File: config.mk
export PLATFORM = sky130hd
export DESIGN_NAME = voice_scheduler_flat
export DESIGN_NICKNAME = d
export VERILOG_FILES = /design/src/rtl/synth_pkg.sv /design/src/rtl/voice_scheduler_if.sv /design/src/rtl/voice_scheduler_voice_table.sv /design/src/rtl/voice_scheduler.sv /design/src/flat_wrapper.sv
export SDC_FILE = /design/constraint.sdc
export NUM_CORES = 1
export LEC_CHECK = 0
export BUFFER_PORTS_ARGS = -buffer_cell sky130_fd_sc_hd__buf_2
export CAP_MARGIN = 10
export CELL_PAD_IN_SITES_DETAIL_PLACEMENT = 1
export CELL_PAD_IN_SITES_GLOBAL_PLACEMENT = 1
export CORE_UTILIZATION = 42
export DETAILED_ROUTE_END_ITERATION = 10
export PLACE_DENSITY_LB_ADDON = 0.1
export SYNTH_ARGS = -nofsm -noshare
export SYNTH_HDL_FRONTEND = slang
export SYNTH_SLANG_ARGS = --single-unit
export TNS_END_PERCENT = 10
File: constraint.sdc
create_clock -name clk -period 4.96 [get_ports clk]
set_input_delay 0.496 -clock clk [delete_from_list [all_inputs] [get_ports clk]]
set_output_delay 0.496 -clock clk [all_outputs]
set_load 0.02 [all_outputs]
File: src/rtl/synth_pkg.sv
// synth_pkg: shared sizes, key index type and mix FSM states for the voice scheduler.
package synth_pkg;
    localparam int NUM_KEYS   = 13;
    localparam int NUM_VOICES = 3;
    localparam int SAMPLE_W   = 8;
    localparam int OUT_W      = 12;
    localparam int DIV3_MULT  = 683;
    localparam int DIV3_SHIFT = 11;

    typedef logic [3:0] key_idx_t;
    typedef enum logic [1:0] {IDLE, ACCUM, DIVIDE, DONE} mix_state_t;
endpackage

File: src/rtl/voice_scheduler_if.sv
// voice_scheduler_if: key/sample inputs and mixed-sample outputs of the voice scheduler.
interface voice_scheduler_if;
    import synth_pkg::*;
    logic [NUM_KEYS-1:0]          keys_i;
    logic [NUM_KEYS*SAMPLE_W-1:0] samples_i;
    logic                         sample_tick_i;
    logic [NUM_VOICES*4-1:0]      voice_key_o;
    logic [NUM_VOICES-1:0]        voice_active_o;
    logic [OUT_W-1:0]             mixed_sample_o;
    logic                         mixed_valid_o;
    logic                         busy_o;
    logic                         overrun_o;

    modport master (
        output keys_i, samples_i, sample_tick_i,
        input  voice_key_o, voice_active_o, mixed_sample_o, mixed_valid_o, busy_o, overrun_o
    );
    modport slave (
        input  keys_i, samples_i, sample_tick_i,
        output voice_key_o, voice_active_o, mixed_sample_o, mixed_valid_o, busy_o, overrun_o
    );
endinterface

File: src/rtl/voice_scheduler_voice_table.sv
// voice_table: key edge detect, pending queue, voice allocation with oldest-voice stealing.
module voice_table
    import synth_pkg::*;
(
    input  logic                    clk,
    input  logic                    rst,
    input  logic [NUM_KEYS-1:0]     keys,
    output logic [NUM_VOICES*4-1:0] voice_key,
    output logic [NUM_VOICES-1:0]   voice_active
);
    logic [NUM_KEYS-1:0]   keys_q, pending_q, press, release_k, owned, cand, alloc_mask;
    logic [NUM_VOICES-1:0] active_q;
    key_idx_t              key_q [NUM_VOICES];
    logic [1:0]            age_q [NUM_VOICES];
    key_idx_t              alloc_key;
    logic                  alloc, any_free;
    logic [1:0]            tgt, tgt_rank;

    always_comb begin
        press = keys & ~keys_q;
        release_k = ~keys & keys_q;
        owned = '0;
        for (int v = 0; v < NUM_VOICES; v++) if (active_q[v]) owned[key_q[v]] = 1'b1;
        cand = (pending_q | press) & ~release_k & ~owned;
        alloc = |cand;
        alloc_key = '0;
        for (int k = NUM_KEYS - 1; k >= 0; k--) if (cand[k]) alloc_key = key_idx_t'(k);
        alloc_mask = '0;
        alloc_mask[alloc_key] = alloc;
        any_free = 1'b0;
        tgt = '0;
        for (int v = NUM_VOICES - 1; v >= 0; v--) if (!active_q[v]) begin
            any_free = 1'b1;
            tgt = 2'(v);
        end
        // Steal the highest rank; ties go to the lowest voice index.
        if (!any_free) for (int v = 1; v < NUM_VOICES; v++) if (age_q[v] > age_q[tgt]) tgt = 2'(v);
        // A free slot behaves as the oldest rank, so every active voice ages by one.
        tgt_rank = any_free ? 2'(NUM_VOICES - 1) : age_q[tgt];
    end

    always_ff @(posedge clk) begin
        if (rst) begin
            keys_q    <= '0;
            pending_q <= '0;
            active_q  <= '0;
            for (int v = 0; v < NUM_VOICES; v++) begin
                key_q[v] <= '0;
                age_q[v] <= '0;
            end
        end else begin
            keys_q    <= keys;
            pending_q <= (pending_q | press) & ~release_k & ~alloc_mask;
            for (int v = 0; v < NUM_VOICES; v++) begin
                if (active_q[v] && release_k[key_q[v]]) active_q[v] <= 1'b0;
                if (alloc && 2'(v) == tgt) begin
                    active_q[v] <= 1'b1;
                    key_q[v]    <= alloc_key;
                    age_q[v]    <= '0;
                end else if (alloc && active_q[v] && age_q[v] < tgt_rank) begin
                    age_q[v] <= age_q[v] + 2'd1;
                end
            end
        end
    end

    for (genvar g = 0; g < NUM_VOICES; g++) assign voice_key[g*4 +: 4] = key_q[g];
    assign voice_active = active_q;
endmodule

File: src/rtl/voice_scheduler.sv
// voice_scheduler: polyphony controller; mixes assigned voices into one normalized sample per tick.
module voice_scheduler
    import synth_pkg::*;
(
    input logic         clk,
    input logic         rst,
    voice_scheduler_if.slave bus
);
    mix_state_t              state, state_n;
    logic [NUM_VOICES*4-1:0] voice_key, snap_key;
    logic [NUM_VOICES-1:0]   voice_active, snap_act;
    logic [1:0]              vi, cnt;
    logic [9:0]              acc;
    logic [19:0]             prod;
    logic [SAMPLE_W-1:0]     cur, avg;
    logic [OUT_W-1:0]        mixed_q;
    logic                    overrun_q;

    voice_table u_table (
        .clk(clk),
        .rst(rst),
        .keys(bus.keys_i),
        .voice_key(voice_key),
        .voice_active(voice_active)
    );

    always_comb begin
        state_n = state == IDLE   ? (bus.sample_tick_i ? ACCUM : IDLE) :
                  state == ACCUM  ? (vi == 2'(NUM_VOICES - 1) ? DIVIDE : ACCUM) :
                  state == DIVIDE ? DONE : IDLE;
        cur  = bus.samples_i[snap_key[vi*4 +: 4]*SAMPLE_W +: SAMPLE_W];
        prod = 20'(acc) * 20'(DIV3_MULT);
        avg  = cnt == 2'd0 ? '0 :
               cnt == 2'd1 ? acc[7:0] :
               cnt == 2'd2 ? acc[8:1] : 8'(prod >> DIV3_SHIFT);
    end

    always_ff @(posedge clk) begin
        if (rst) begin
            state     <= IDLE;
            snap_key  <= '0;
            snap_act  <= '0;
            vi        <= '0;
            cnt       <= '0;
            acc       <= '0;
            mixed_q   <= '0;
            overrun_q <= 1'b0;
        end else begin
            state <= state_n;
            if (bus.sample_tick_i && state != IDLE) overrun_q <= 1'b1;
            if (state == IDLE && bus.sample_tick_i) begin
                snap_key <= voice_key;
                snap_act <= voice_active;
                vi       <= '0;
                cnt      <= '0;
                acc      <= '0;
            end
            if (state == ACCUM) begin
                vi <= vi + 2'd1;
                if (snap_act[vi]) begin
                    acc <= acc + 10'(cur);
                    cnt <= cnt + 2'd1;
                end
            end
            if (state == DIVIDE) mixed_q <= {avg, 4'b0000};
        end
    end

    assign bus.voice_key_o    = voice_key;
    assign bus.voice_active_o = voice_active;
    assign bus.mixed_sample_o = mixed_q;
    assign bus.mixed_valid_o  = state == DONE;
    assign bus.busy_o         = state != IDLE;
    assign bus.overrun_o      = overrun_q;
endmodule
File: src/flat_wrapper.sv
// flat-port wrapper written by rule: the top's interface ports become plain ports
module voice_scheduler_flat import synth_pkg::*;
  (clk, rst, bus_keys_i, bus_samples_i, bus_sample_tick_i, bus_voice_key_o, bus_voice_active_o, bus_mixed_sample_o, bus_mixed_valid_o, bus_busy_o, bus_overrun_o);
  voice_scheduler_if bus_i ();
  input logic clk;
  input logic rst;
  input wire logic [$bits(bus_i.keys_i)-1:0] bus_keys_i;
  input wire logic [$bits(bus_i.samples_i)-1:0] bus_samples_i;
  input wire logic [$bits(bus_i.sample_tick_i)-1:0] bus_sample_tick_i;
  output wire logic [$bits(bus_i.voice_key_o)-1:0] bus_voice_key_o;
  output wire logic [$bits(bus_i.voice_active_o)-1:0] bus_voice_active_o;
  output wire logic [$bits(bus_i.mixed_sample_o)-1:0] bus_mixed_sample_o;
  output wire logic [$bits(bus_i.mixed_valid_o)-1:0] bus_mixed_valid_o;
  output wire logic [$bits(bus_i.busy_o)-1:0] bus_busy_o;
  output wire logic [$bits(bus_i.overrun_o)-1:0] bus_overrun_o;
  assign bus_i.keys_i = bus_keys_i;
  assign bus_i.samples_i = bus_samples_i;
  assign bus_i.sample_tick_i = bus_sample_tick_i;
  assign bus_voice_key_o = bus_i.voice_key_o;
  assign bus_voice_active_o = bus_i.voice_active_o;
  assign bus_mixed_sample_o = bus_i.mixed_sample_o;
  assign bus_mixed_valid_o = bus_i.mixed_valid_o;
  assign bus_busy_o = bus_i.busy_o;
  assign bus_overrun_o = bus_i.overrun_o;
  voice_scheduler u_core (.clk(clk), .rst(rst), .bus(bus_i));
endmodule
# [After elaboration in Yosys (flattened, before gate mapping)]
# Memories as Yosys holds them, arrays and structs flattened.
# Index checks and enable logic that the tools add are counted.
[op_classes] order_cmp=14 bitwise_logic=23 multipliers=1 addsub=6 n_mux=97 shift=2 n_reduce_logical=27 div=0 n_eq_ne=8
[ops] operator="indexed part select 104 x 8 -> 8 bit" count=1
[ops] operator="AND 13 bit" count=6
[ops] operator="NOT 13 bit" count=5
[ops] operator="2-to-1 mux 4 bit" count=16
[ops] operator="2-to-1 mux 2 bit" count=23
[ops] operator="2-to-1 mux 1 bit" count=41
[ops] operator="2-to-1 mux 13 bit" count=3
[ops] operator="OR 13 bit" count=3
[ops] operator="2-to-1 mux 10 bit" count=3
[ops] operator="2-to-1 mux 8 bit" count=3
[ops] operator="< comparator 4 x 5 -> 1 bit, second input constant" count=4
[ops] operator="multiplier 10 x 10 -> 19 bit, second input constant" count=1
[ops] operator="logical AND 1 bit" count=18
[ops] operator="demux 1 bit (select 4 bit)" count=4
[ops] operator="greater-or-equal comparator 4 x 1 -> 1 bit, second input constant" count=4
[ops] operator="OR reduction 13 bit" count=1
[ops] operator="binary-select mux 1 bit (select 4 bit)" count=3
[ops] operator="indexed part select 12 x 5 -> 4 bit" count=1
[ops] operator="adder 10 x 8 -> 10 bit" count=1
[ops] operator="adder 2 x 1 -> 2 bit, second input constant" count=5
[ops] operator="nonzero test 2 bit" count=5
[ops] operator="OR 1 bit" count=9
[ops] operator="== test 2 bit, second input constant" count=4
[ops] operator="zero test 2 bit" count=3
[ops] operator="other kinds (7)" count=11
[totals] elab_cells=193 in_bits=120 ff_bits=69 romBits=0 out_inout_bits=30 mem_count=2 ramBits=18 latch_bits=0
[memory_table] name="u_core.u_table.key_q" words=3 width=4 read_ports=3 rd_ports_with_merged_regs=0 wr=3 line_no="voice_scheduler_voice_table.sv:13" source="key_idx_t key_q [NUM_VOICES];"
[memory_table] name="u_core.u_table.age_q" words=3 width=2 read_ports=6 rd_ports_with_merged_regs=0 wr=3 line_no="voice_scheduler_voice_table.sv:14" source="logic [1:0] age_q [NUM_VOICES];"

# [Depth between registers and ports, before layout]
# Gate-level depths: netlist of the first run.
# An unclocked memory read counts as a cell.
[logic_depth] depth_word=32 mapped_depth=21 depth_no_buf=20

# [By module]
# A second synthesis of the first run with hierarchy kept.
[unflattened] hier_cells=922 area_unflattened_um2=8140.3
[by_module_without_submodules] mod="voice_scheduler" area_each_um2=4858.4 seq_area_each_um2=800.8 cells_each=549 instances=1
[by_module_without_submodules] mod="voice_table" area_each_um2=3281.9 seq_area_each_um2=1121.1 cells_each=373 instances=1

# [Worst setup path after synthesis of the first run]
# No wires, ideal clock.
[synth_timing] kind="reg-to-reg" start="register u_core.u_table.active_q[0], in the netlist u_core.u_table.voice_active[0]" end="memory u_core.u_table.age_q[2][0] (enable)" setup_slack_ns=0.521 path_stages_with_launch=22 period_less_slack_ns=4.439 path_buffers=1 t_required_ns=4.659 t_arrival_ns=4.139 setup_ns=0.301 cell_sequence="dfxtp_1 clkbuf_1 nor2b_1 nor2_1 a21oi_1 nor2_1 a21oi_1 ha_1 nor2b_1 a2bb2oi_1 or2_2 nand2_1 o21ai_0 ha_1 nand2_1 o21ai_1 a31o_2 and2_1 a2111oi_2 maj3_1 nand4b_1 nand3_1"
[synth_lines] item="start: declaration" line_no="voice_scheduler_voice_table.sv:12" source="logic [NUM_VOICES-1:0] active_q;"
[synth_lines] item="start signal: assignment" line_no="voice_scheduler_voice_table.sv:46" source="active_q <= '0;"
[synth_lines] item="start signal: indexed assignment" line_no="voice_scheduler_voice_table.sv:57" source="active_q[v] <= 1'b1;"
[synth_lines] item="end: declaration" line_no="voice_scheduler_voice_table.sv:14"

==> results of run 1 <==
[logic make-up (layout without fill, tap and decap cells)]
group | after synthesis | after routing | share of synthesized area
DFF | 87 | 87 | 0.2471
buffers and inverters | 116 | 242 | 0.06386
muxes | 20 | 20 | 0.04825
adders and majority gates | 98 | 98 | 0.1782
AOI/OAI and AO/OA | 256 | 256 | 0.2316
and+or+nand+nor | 341 | 341 | 0.2125
other | 1 | 5 | 0.0004821
xor gates and xnor gates | 16 | 16 | 0.01802
[placed cells by master, fill, tap and decap left out, types with 7 or more instances in the layout]
master and count:
buf_2 145, nand2_1 133, nor2_1 74, ha_1 74, a21oi_1 71, dfxtp_1 69
inv_1 65, o21ai_0 32, nor2b_1 23, fa_1 22, a211oi_1 21, nand2b_1 21
edfxtp_1 18, and2_1 17, nand3_1 16, buf_4 16, a31oi_1 15, mux4_2 14
xnor2_1 13, a311oi_1 12, nand3b_1 11, a22oi_1 9, clkbuf_16 9, o21a_1 7
nor3_1 7, o21bai_1 7, nand4_1 7
[sequential cells by signal, summed over array words and instances, names as in the netlist]
register / cells
u_core.snap_key: 12
u_core.bus.mixed_sample_o: 8
u_core.u_table.keys_q: 13
u_core.u_table.age_q: 6
u_core.bus.overrun_o: 1
u_core.acc: 10
u_core.u_table.voice_active: 3
u_core.u_table.key_q: 12
u_core.cnt: 2
u_core.state: 2
u_core.u_table.pending_q: 13
u_core.snap_act: 3
u_core.vi: 2
[cell type report]
type,count,area [um2]
diodes,1,2.502
clock buffers,9,225.2
inverters,65,244.0
fillers,2214,9066
multi-input cells,735,5394
clock inverters,7,100.1
repair buffers,161,845.8
flip-flops and latches,87,1922
well taps,229,286.5
[worst max-delay path: cells and delay by family, from the launching register on]
family | cells | cell delay (ps)
AOI/OAI and AO/OA | 8 | 1590
adders and majority gates | 3 | 890
DFF | 1 | 510
and+or+nand+nor | 8 | 1320
[power by group through the flow]
| stage | Combinational [mW] | Clock (mW) | Sequential, mW |
|---|---|---|---|
| 5_1_grt | 0.796 | 0.815 | 0.909 |
| 3_3_place_gp | 0.700 | 0 | 0.910 |
| 6_report | 0.723 | 0.766 | 0.901 |
| 3_5_place_dp | 0.715 | 0 | 0.913 |
| 2_1_floorplan | 0.516 | 0 | 0.867 |
| 4_1_cts | 0.722 | 0.787 | 0.897 |
[worst max-delay path by stage]
| stage | endpoint | slack (ps) |
|---|---|---|
| global placement | u_core.u_table.age_q[2][0] | 480 |
| detailed placement | u_core.u_table.age_q[2][1] | 290 |
| global route | u_core.bus.mixed_sample_o[6] | 9 |
| floorplan | u_core.u_table.age_q[2][0] | 520 |
| finish | u_core.u_table.age_q[2][0] | 360 |
| CTS | u_core.u_table.age_q[2][0] | 260 |
[metal layers]
metal	global-route usage	up-vias	wire length, um
met5	0	-	0
met2	0.4723	178	12270
met4	0.07865	0	413
met1	0.3507	3670	11570
met3	0.04157	33	1130
li1	-	3607	-
[metrics by stage]
step                hold WS, ps  setup slack [ps]  area (um2)  power (mW)
global route              413.3             9.415        9020       2.520
floorplan                 435.7             520.5        7790       1.383
CTS                       379.7             255.3        9014       2.406
detailed placement        448.8             292.3        8688       1.628
global placement          442.1             478.0        8688       1.609
finish                    391.3             360.9        9020       2.391
==> impl_metrics.toml, run 1 <==
[timing]
fin_crit_sh = 0.9272
max_freq_mhz = 217.4
setup_viol = 0
rsz0062_at_grt = "no"
relSlewSlack = 0.3816
drv_slew = 0
worstMarginPinSlew_ps = 926.6
clock_skew_ps = 8.041
finalCriticalPeriod_ps = 4599
finalHoldViolations = 0
finalSetupTns_ps = 0

[setup_path]
criticalPathCategory = "flop to flop"
rrSetupSlack_ps = 360
rr_endpoint = "u_core.u_table.age_q[2][0]"
crit_path_cell_trace = "nor2b_2 -> nor2_1 -> a21oi_1 -> nor2_1 -> a21oi_1 -> ha_1 -> nor2b_1 -> a2bb2oi_1 -> or2_2 -> a21oi_1 -> ha_1 -> nor2b_1 -> o21ai_1 -> a21oi_1 -> a211oi_1 -> a2111oi_2 -> maj3_1 -> nand4b_1 -> nand3_1"
crit_start = "u_core.u_table.voice_active[0]"
startpoint_type = "flop"
arrival_ps = 4650
cpPeakStageDelay_ps = 510
critPathCaptureType = "flop"
rr_startpoint = "u_core.u_table.voice_active[0]"
cp_slowest_cell = "dfxtp_1"
crit_fanout = 11
crit_top_cell = "a21oi_1"
cp.required_ps = 5010
worst_r2r_path_depth = 19

[synthesis]
ys_ff_latch = 87
synth_top_area_share = 0.1776
synth_flop_cell = "dfxtp_1"
synth_warnings = 0
synthArstFlopShare = 0
syn_avg_cell_area_um2 = 8.319
synth_common_cells = "nand2_1 (133), ha_1 (74), nor2_1 (74)"
synth_most_common_cell = "nand2_1"
synthCells = 935
ys_types = 91
seq_area_frac_synth = 0.2471
yosysTopAreaCell = "dfxtp_1"
synth_edf_count = 18
synth_area_leaders = "dfxtp_1 (18%), ha_1 (12%), edfxtp_1 (6.9%), nand2_1 (6.4%), fa_1 (5.7%)"
netlist_area_um2 = 7779

[power]
power_frac_comb = 0.302
p_int_mw = 1.529
p_switching_mw = 0.8615
peakVddDrop_uv = 175.9
power_leakage_nw = 4.044
p_per_area_nw_per_um2 = 265.0
p_sw_frac = 0.3604
clockPowerShare = 0.321
p_seq_frac = 0.377

[routing]
via_count = 7488
routedWlPerCell_um = 19.62
drt_first_pass_iters = 8
viasPerCell = 5.787
drc = 6
antenna_left = 0
drtIter0Drc = 458
finalWirelength_um = 25380

[clocking]
clockRootBuffer = "clkbuf_16"
clk_path_buf_depth = 2
cts_max_level = 3
ctsHoldBuffers = 0
post_cts_buffers = 0
clock_latency_ps = 360
tritoncts = "done"
ctsResizeCount = 0
numCtsBuffers = 9
clock_sinks = 87
path_clk_slew_ps = 70

[global_route]
grt_max_degree = 63
first_global_vias = 7904
grt_pass1_wl_um = 41080
grt_usage = 0.2724
overflow = 0
grt_antenna_before_repair = 1

[finish]
drive_gt1_frac = 0.2077
finalNonFillerCells = 1294
final_core_util = 0.4987
syn2layout_area_growth_pct = 15.96
layout.nets = 1275

[hold_path]
hp-start = "bus_keys_i[3]"
min_to = "u_core.u_table.keys_q[3]"
hold_class = "input port to flop"
hold_path_depth = 2

[placement]
dp_hpwl_um = 19560
dp.cells = 1277
io_buffers = 145
gp_congestion = 0.9024

[run_status]
status = "complete, but fails checks"
violations = "DRC"

[floorplan]
dieArea_um2 = 19070
fp.coreArea_um2 = 18090
initial_utilization = 0.4301
dieWidth_um = 138.1
pin_count = 150
rows = 49
dieHeight_um = 138.1

[flow_run]
cap_violations = 0
Power figures use the tool's default switching activity.
==> run 2: changes to the inputs <==
--- a/config.mk
+++ b/config.mk
@@ -9,8 +9,9 @@
 export CAP_MARGIN = 10
 export CELL_PAD_IN_SITES_DETAIL_PLACEMENT = 1
 export CELL_PAD_IN_SITES_GLOBAL_PLACEMENT = 1
-export CORE_UTILIZATION = 42
+export CORE_UTILIZATION = 38
 export DETAILED_ROUTE_END_ITERATION = 10
+export MAX_ROUTING_LAYER = met4
 export PLACE_DENSITY_LB_ADDON = 0.1
 export SYNTH_ARGS = -nofsm -noshare
 export SYNTH_HDL_FRONTEND = slang
==> constraint.sdc (replaced) <==
create_clock -name clk -period 3.7 [get_ports clk]
set_input_delay 0.37 -clock clk [delete_from_list [all_inputs] [get_ports clk]]
set_output_delay 0.37 -clock clk [all_outputs]
set_load 0.02 [all_outputs]
==> impl_metrics.toml, run 2 (synthesized netlist as in run 1, its figures left out) <==
[run_status]
status = "complete, but fails checks"
violations = "setup timing"

[clocking]
clk_path_buf_depth = 2
tritoncts = "done"
clock_sinks = 87
numCtsBuffers = 9
clockRootBuffer = "clkbuf_16"
path_clk_slew_ps = 80
cts_max_level = 3
clock_latency_ps = 360

[global_route]
grt_pass1_wl_um = 43680
grt_usage = 0.2685
overflow = 0
first_global_vias = 8358
grt_antenna_before_repair = 0
grt_max_degree = 62

[routing]
routedWlPerCell_um = 19.01
finalWirelength_um = 26920
drc = 0
drt_first_pass_iters = 4
drtIter0Drc = 305
antenna_left = 0
viasPerCell = 5.494
via_count = 7779

[setup_path]
rr_startpoint = "u_core.acc[5]"
worst_r2r_path_depth = 16
rrSetupSlack_ps = -510
cp.required_ps = 3980
path_delay_family = "adder cells"
crit_start = "u_core.acc[5]"
arrival_ps = 4500
critPathCaptureType = "flop"
criticalPathCategory = "flop to flop"
crit_path_cell_trace = "ha_4 -> ha_4 -> fa_1 -> inv_1 -> fa_1 -> inv_2 -> fa_1 -> ha_1 -> nand4_1 -> a211oi_2 -> o221a_4 -> o21a_1 -> a311oi_1 -> o31ai_1 -> a32oi_1 -> nor2_1"
crit_top_cell = "fa_1"
cp_slowest_cell = "fa_1"
rr_endpoint = "u_core.bus.mixed_sample_o[8]"
startpoint_type = "flop"
crit_fanout = 5
cpPeakStageDelay_ps = 500
cp_num_buf_inv = 2

[floorplan]
dieWidth_um = 145.1
dieArea_um2 = 21050
rows = 51
fp.coreArea_um2 = 19780
pin_count = 150
dieHeight_um = 145.1
initial_utilization = 0.3932

[hold_path]
hp-start = "bus_keys_i[9]"
hold_path_depth = 2
hold_class = "input port to flop"
min_to = "u_core.u_table.keys_q[9]"

[timing]
max_freq_mhz = 237.4
setup_viol = 18
relSlewSlack = 0.4132
worstMarginPinSlew_ps = 878.1
rsz0062_at_grt = "yes"
fin_crit_sh = 1.139
finalHoldViolations = 0
fin_ws_ps = -512.5
whs_ps = 262.0
finalCriticalPeriod_ps = 4212
clock_skew_ps = 12.64
drv_slew = 0

[finish]
final_cell_mix = "buf_2 (145), nand2_1 (127), buf_4 (101)"
drive_gt1_frac = 0.3284
biggestRegsByFlops = "u_core.u_table.keys_q (13), u_core.u_table.pending_q (13)"
layout.nets = 1362
fillers = 2404
antenna_cells = 0
final_core_util = 0.5151
syn2layout_area_growth_pct = 31.00
layout_commonest_cell = "buf_2"

[placement]
dp_hpwl_um = 21320
io_buffers = 145
gp_congestion = 0.8697

[power]
power_leakage_nw = 4.517
peakVddDrop_uv = 199.6
p_per_area_nw_per_um2 = 337.6

[flow_run]
cap_violations = 0
-- run 2: cell types whose count changed in the layout (fill, tap and decap cells not counted), moves of 5 or more --
cell	delta
buf_4	+85
o21ai_0	-5
a21oi_2	+6
dfxtp_1	-14
nand2_2	+5
ha_1	-17
nand2_1	-6
a21oi_1	-7
dfxtp_4	+8
ha_4	+14
dfxtp_2	+6
-- run 2: area by class of cell --
cell class	instances	area, um2	share of cell area
Clock buffer	9	225.2	0.02210
Tap cell	265	331.6	0.03254
Sequential cell	87	1959	0.1923
Timing Repair Buffer	248	1515	0.1487
Inverter	65	244.0	0.02394
Clock inverter	7	95.09	0.009332
Multi-Input combinational cell	735	5819	0.5711
-- run 2: worst max path at each step --
| stage | end | depth (start not counted) |
|---|---|---|
| 3_3_place_gp | u_core.bus.mixed_sample_o[8] | 16 |
| 2_1_floorplan | u_core.bus.mixed_sample_o[11] | 16 |
| 5_1_grt | u_core.bus.mixed_sample_o[8] | 16 |
| 4_1_cts | u_core.bus.mixed_sample_o[5] | 17 |
| 3_5_place_dp | u_core.bus.mixed_sample_o[6] | 16 |
| 6_report | u_core.bus.mixed_sample_o[8] | 16 |
-- run 2: report_power, final --
group	total (mW)	internal, mW	switching (mW)	leakage [nW]
Combinational	1.25	0.563	0.689	3.59
Clock	1.01	0.547	0.458	0.158
Sequential	1.18	1.05	0.133	0.770
-- run 2: what timing repair did --
action	CTS	global route
hold endpoints to repair	0	0
pin swaps	26	13
resized for setup	21	19
gates cloned	0	0
setup buffers	2	2
endpoints found under the setup margin	25	32
hold buffers	0	0
-- run 2: routing by layer --
metal | GRT usage | wire length, um | vias up | part of all wire
met4 | 0.06000 | 378 | 0 | 0.014
met2 | 0.4603 | 13250 | 190 | 0.49
met3 | 0.02547 | 1068 | 36 | 0.040
li1 | - | - | 3777 | -
met1 | 0.3418 | 12230 | 3776 | 0.45
met5 | - | 0 | - | 0
-- run 2: through the flow --
stage | std cells | cell area [um2] | total power [mW] | TNS [ps] | setup WS [ps]
global route | 1416 | 10190 | 3.620 | -8937 | -661.6
finish | 1416 | 10190 | 3.441 | -4124 | -512.5
floorplan | 938 | 8105 | 1.953 | -1785 | -259.5
CTS | 1414 | 10090 | 3.429 | -4601 | -442.6
detailed placement | 1396 | 9671 | 2.414 | -5941 | -573.4
global placement | 1396 | 9671 | 2.380 | -3599 | -402.6
-- run 2: worst register-to-register path: stages, from the launching register on --
cell	delay [ps]
dfxtp_4	370
ha_4	280
ha_4	190
fa_1	500
inv_1	50
fa_1	490
inv_2	40
fa_1	460
ha_1	320
nand4_1	110
a211oi_2	220
o221a_4	270
o21a_1	160
a311oi_1	90
o31ai_1	330
a32oi_1	150
nor2_1	110
==> run 3: changes to the inputs <==
--- a/config.mk
+++ b/config.mk
@@ -13,6 +13,7 @@
 export DETAILED_ROUTE_END_ITERATION = 10
 export MAX_ROUTING_LAYER = met4
 export PLACE_DENSITY_LB_ADDON = 0.1
+export REMOVE_ABC_BUFFERS = 1
 export SYNTH_ARGS = -nofsm -noshare
 export SYNTH_HDL_FRONTEND = slang
 export SYNTH_SLANG_ARGS = --single-unit
==> impl_metrics.toml, run 3 (synthesized netlist as in run 1, its figures left out) <==
[run_status]
status = "complete, but fails checks"
violations = "setup timing"

[finish]
layout.nets = 1365
drive_gt1_frac = 0.3172
antenna_cells = 0
syn2layout_area_growth_pct = 29.24
layout_commonest_cell = "buf_2"
finalNonFillerCells = 1419
final_core_util = 0.5082
final_cell_mix = "buf_2 (145), nand2_1 (129), buf_4 (99)"
biggestRegsByFlops = "u_core.u_table.keys_q (13), u_core.u_table.pending_q (13)"

[setup_path]
criticalPathCategory = "flop to flop"
startpoint_type = "flop"
rrSetupSlack_ps = -570
rr_startpoint = "u_core.acc[6]"
rr_endpoint = "u_core.bus.mixed_sample_o[11]"
cp.required_ps = 3960
worst_r2r_path_depth = 17
arrival_ps = 4530
crit_fanout = 3
critPathCaptureType = "flop"

[global_route]
grt_util_met3 = 0.03365
top_usage_layer = "met2"
grt_pass1_wl_um = 42780
use_met2 = 0.4649
gr-usage-met1 = 0.2977
grt_max_degree = 38
grt_usage = 0.2604
first_global_vias = 8362
grt_antenna_before_repair = 0
overflow = 0

[routing]
drt_first_pass_iters = 4
finalWirelength_um = 26420
viasPerCell = 5.486
via_count = 7785
routedWlPerCell_um = 18.62
drtIter0Drc = 344
drc = 0
antenna_left = 0

[hold_path]
hold_class = "input port to flop"
min_to = "u_core.u_table.keys_q[8]"
hp-start = "bus_keys_i[8]"
hold_path_depth = 2

[timing]
max_freq_mhz = 234.2
finalHoldViolations = 0
setup_viol = 16
finalCriticalPeriod_ps = 4270
fin_crit_sh = 1.154
rsz0062_at_grt = "yes"
relSlewSlack = 0.4186
worstMarginPinSlew_ps = 870.0
clock_skew_ps = 13.03
drv_slew = 0
fin_ws_ps = -570.3

[clocking]
clock_sinks = 87
numCtsBuffers = 9
clk_path_buf_depth = 2
ctsHoldBuffers = 0
clockRootBuffer = "clkbuf_16"
cts_max_level = 3
path_clk_slew_ps = 70
clock_latency_ps = 350
tritoncts = "done"

[floorplan]
dieArea_um2 = 21050
dieHeight_um = 145.1
initial_utilization = 0.3932
fp.coreArea_um2 = 19780
dieWidth_um = 145.1
pin_count = 150
rows = 51

[power]
power_leakage_nw = 4.471
p_per_area_nw_per_um2 = 323.0
peakVddDrop_uv = 277.9

[placement]
dp_hpwl_um = 20370
gp_congestion = 0.8827
dp.cells = 1398
io_buffers = 145
place_ws_ps = -858.6

[flow_run]
cap_violations = 0
[run 3: changes by cell type in the layout (fill, tap and decap cells not counted), moves of 3 or more]
cell	delta
dfxtp_1	+6
dfxtp_4	-5
ha_1	+4
ha_4	-4
buf_6	+4
a21oi_2	+3
[run 3: report_power, final]
part | switching [mW] | total [mW] | internal (mW) | leakage [nW]
combinational | 0.650 | 1.17 | 0.518 | 3.57
clock | 0.436 | 0.918 | 0.481 | 0.133
sequential | 0.110 | 1.16 | 1.05 | 0.765
total | 1.20 | 3.25 | 2.05 | 4.47
[run 3: cell type report]
type / count / area [um2]
fill: 2444 / 9728
multi-input combinational: 735 / 5689
sequential: 87 / 1939
timing repair buffer: 251 / 1565
tap: 265 / 331.6
inverter: 65 / 244.0
clock buffer: 11 / 242.7
clock inverter: 5 / 41.29
[run 3: worst max-delay path by stage]
stage                        from                            end  cells past startpoint
floorplan            u_core.vi[1]                  u_core.acc[8]                     15
detailed placement  u_core.acc[5]   u_core.bus.mixed_sample_o[6]                     16
global placement    u_core.acc[5]   u_core.bus.mixed_sample_o[6]                     16
global route        u_core.acc[6]   u_core.bus.mixed_sample_o[9]                     18
CTS                 u_core.acc[3]  u_core.bus.mixed_sample_o[11]                     14
finish              u_core.acc[6]  u_core.bus.mixed_sample_o[11]                     17
[run 3: routing by layer]
metal,routed length (um),share of wire,vias up
li1,-,-,3785
met1,11030,0.42,3778
met2,13790,0.52,168
met3,828,0.031,54
met4,762,0.029,0
met5,0,0,-
[run 3: through the flow]
step / power [mW] / hold WS (ps) / instance area, um2 / setup TNS [ps]
after floorplan: 1.810 / 429.6 / 7537 / -14640
after global placement: 2.262 / 441.9 / 9384 / -8293
after detailed placement: 2.285 / 446.3 / 9384 / -10630
after CTS: 3.234 / 262.3 / 9947 / -6225
after global routing: 3.437 / 271.0 / 10050 / -9847
final: 3.247 / 270.7 / 10050 / -5156
[run 3: worst max-delay path, stage by stage, from the launching register on]
cell      delay, ps
dfxtp_4         370
buf_6           120
ha_4            160
ha_4            230
fa_1            500
inv_1            60
fa_1            500
inv_1            60
fa_1            440
ha_1            290
o21ai_1          80
o21ai_1          90
o221a_2         280
o211ai_2        200
nand2_1         110
o41ai_2         280
xnor2_1         150
a311oi_1        280
[run 3: repair_timing]
action	CTS	global route
hold endpoints to repair	0	0
resized for setup	52	27
setup endpoints to repair	32	35
pin swaps	38	11
setup buffers	4	1
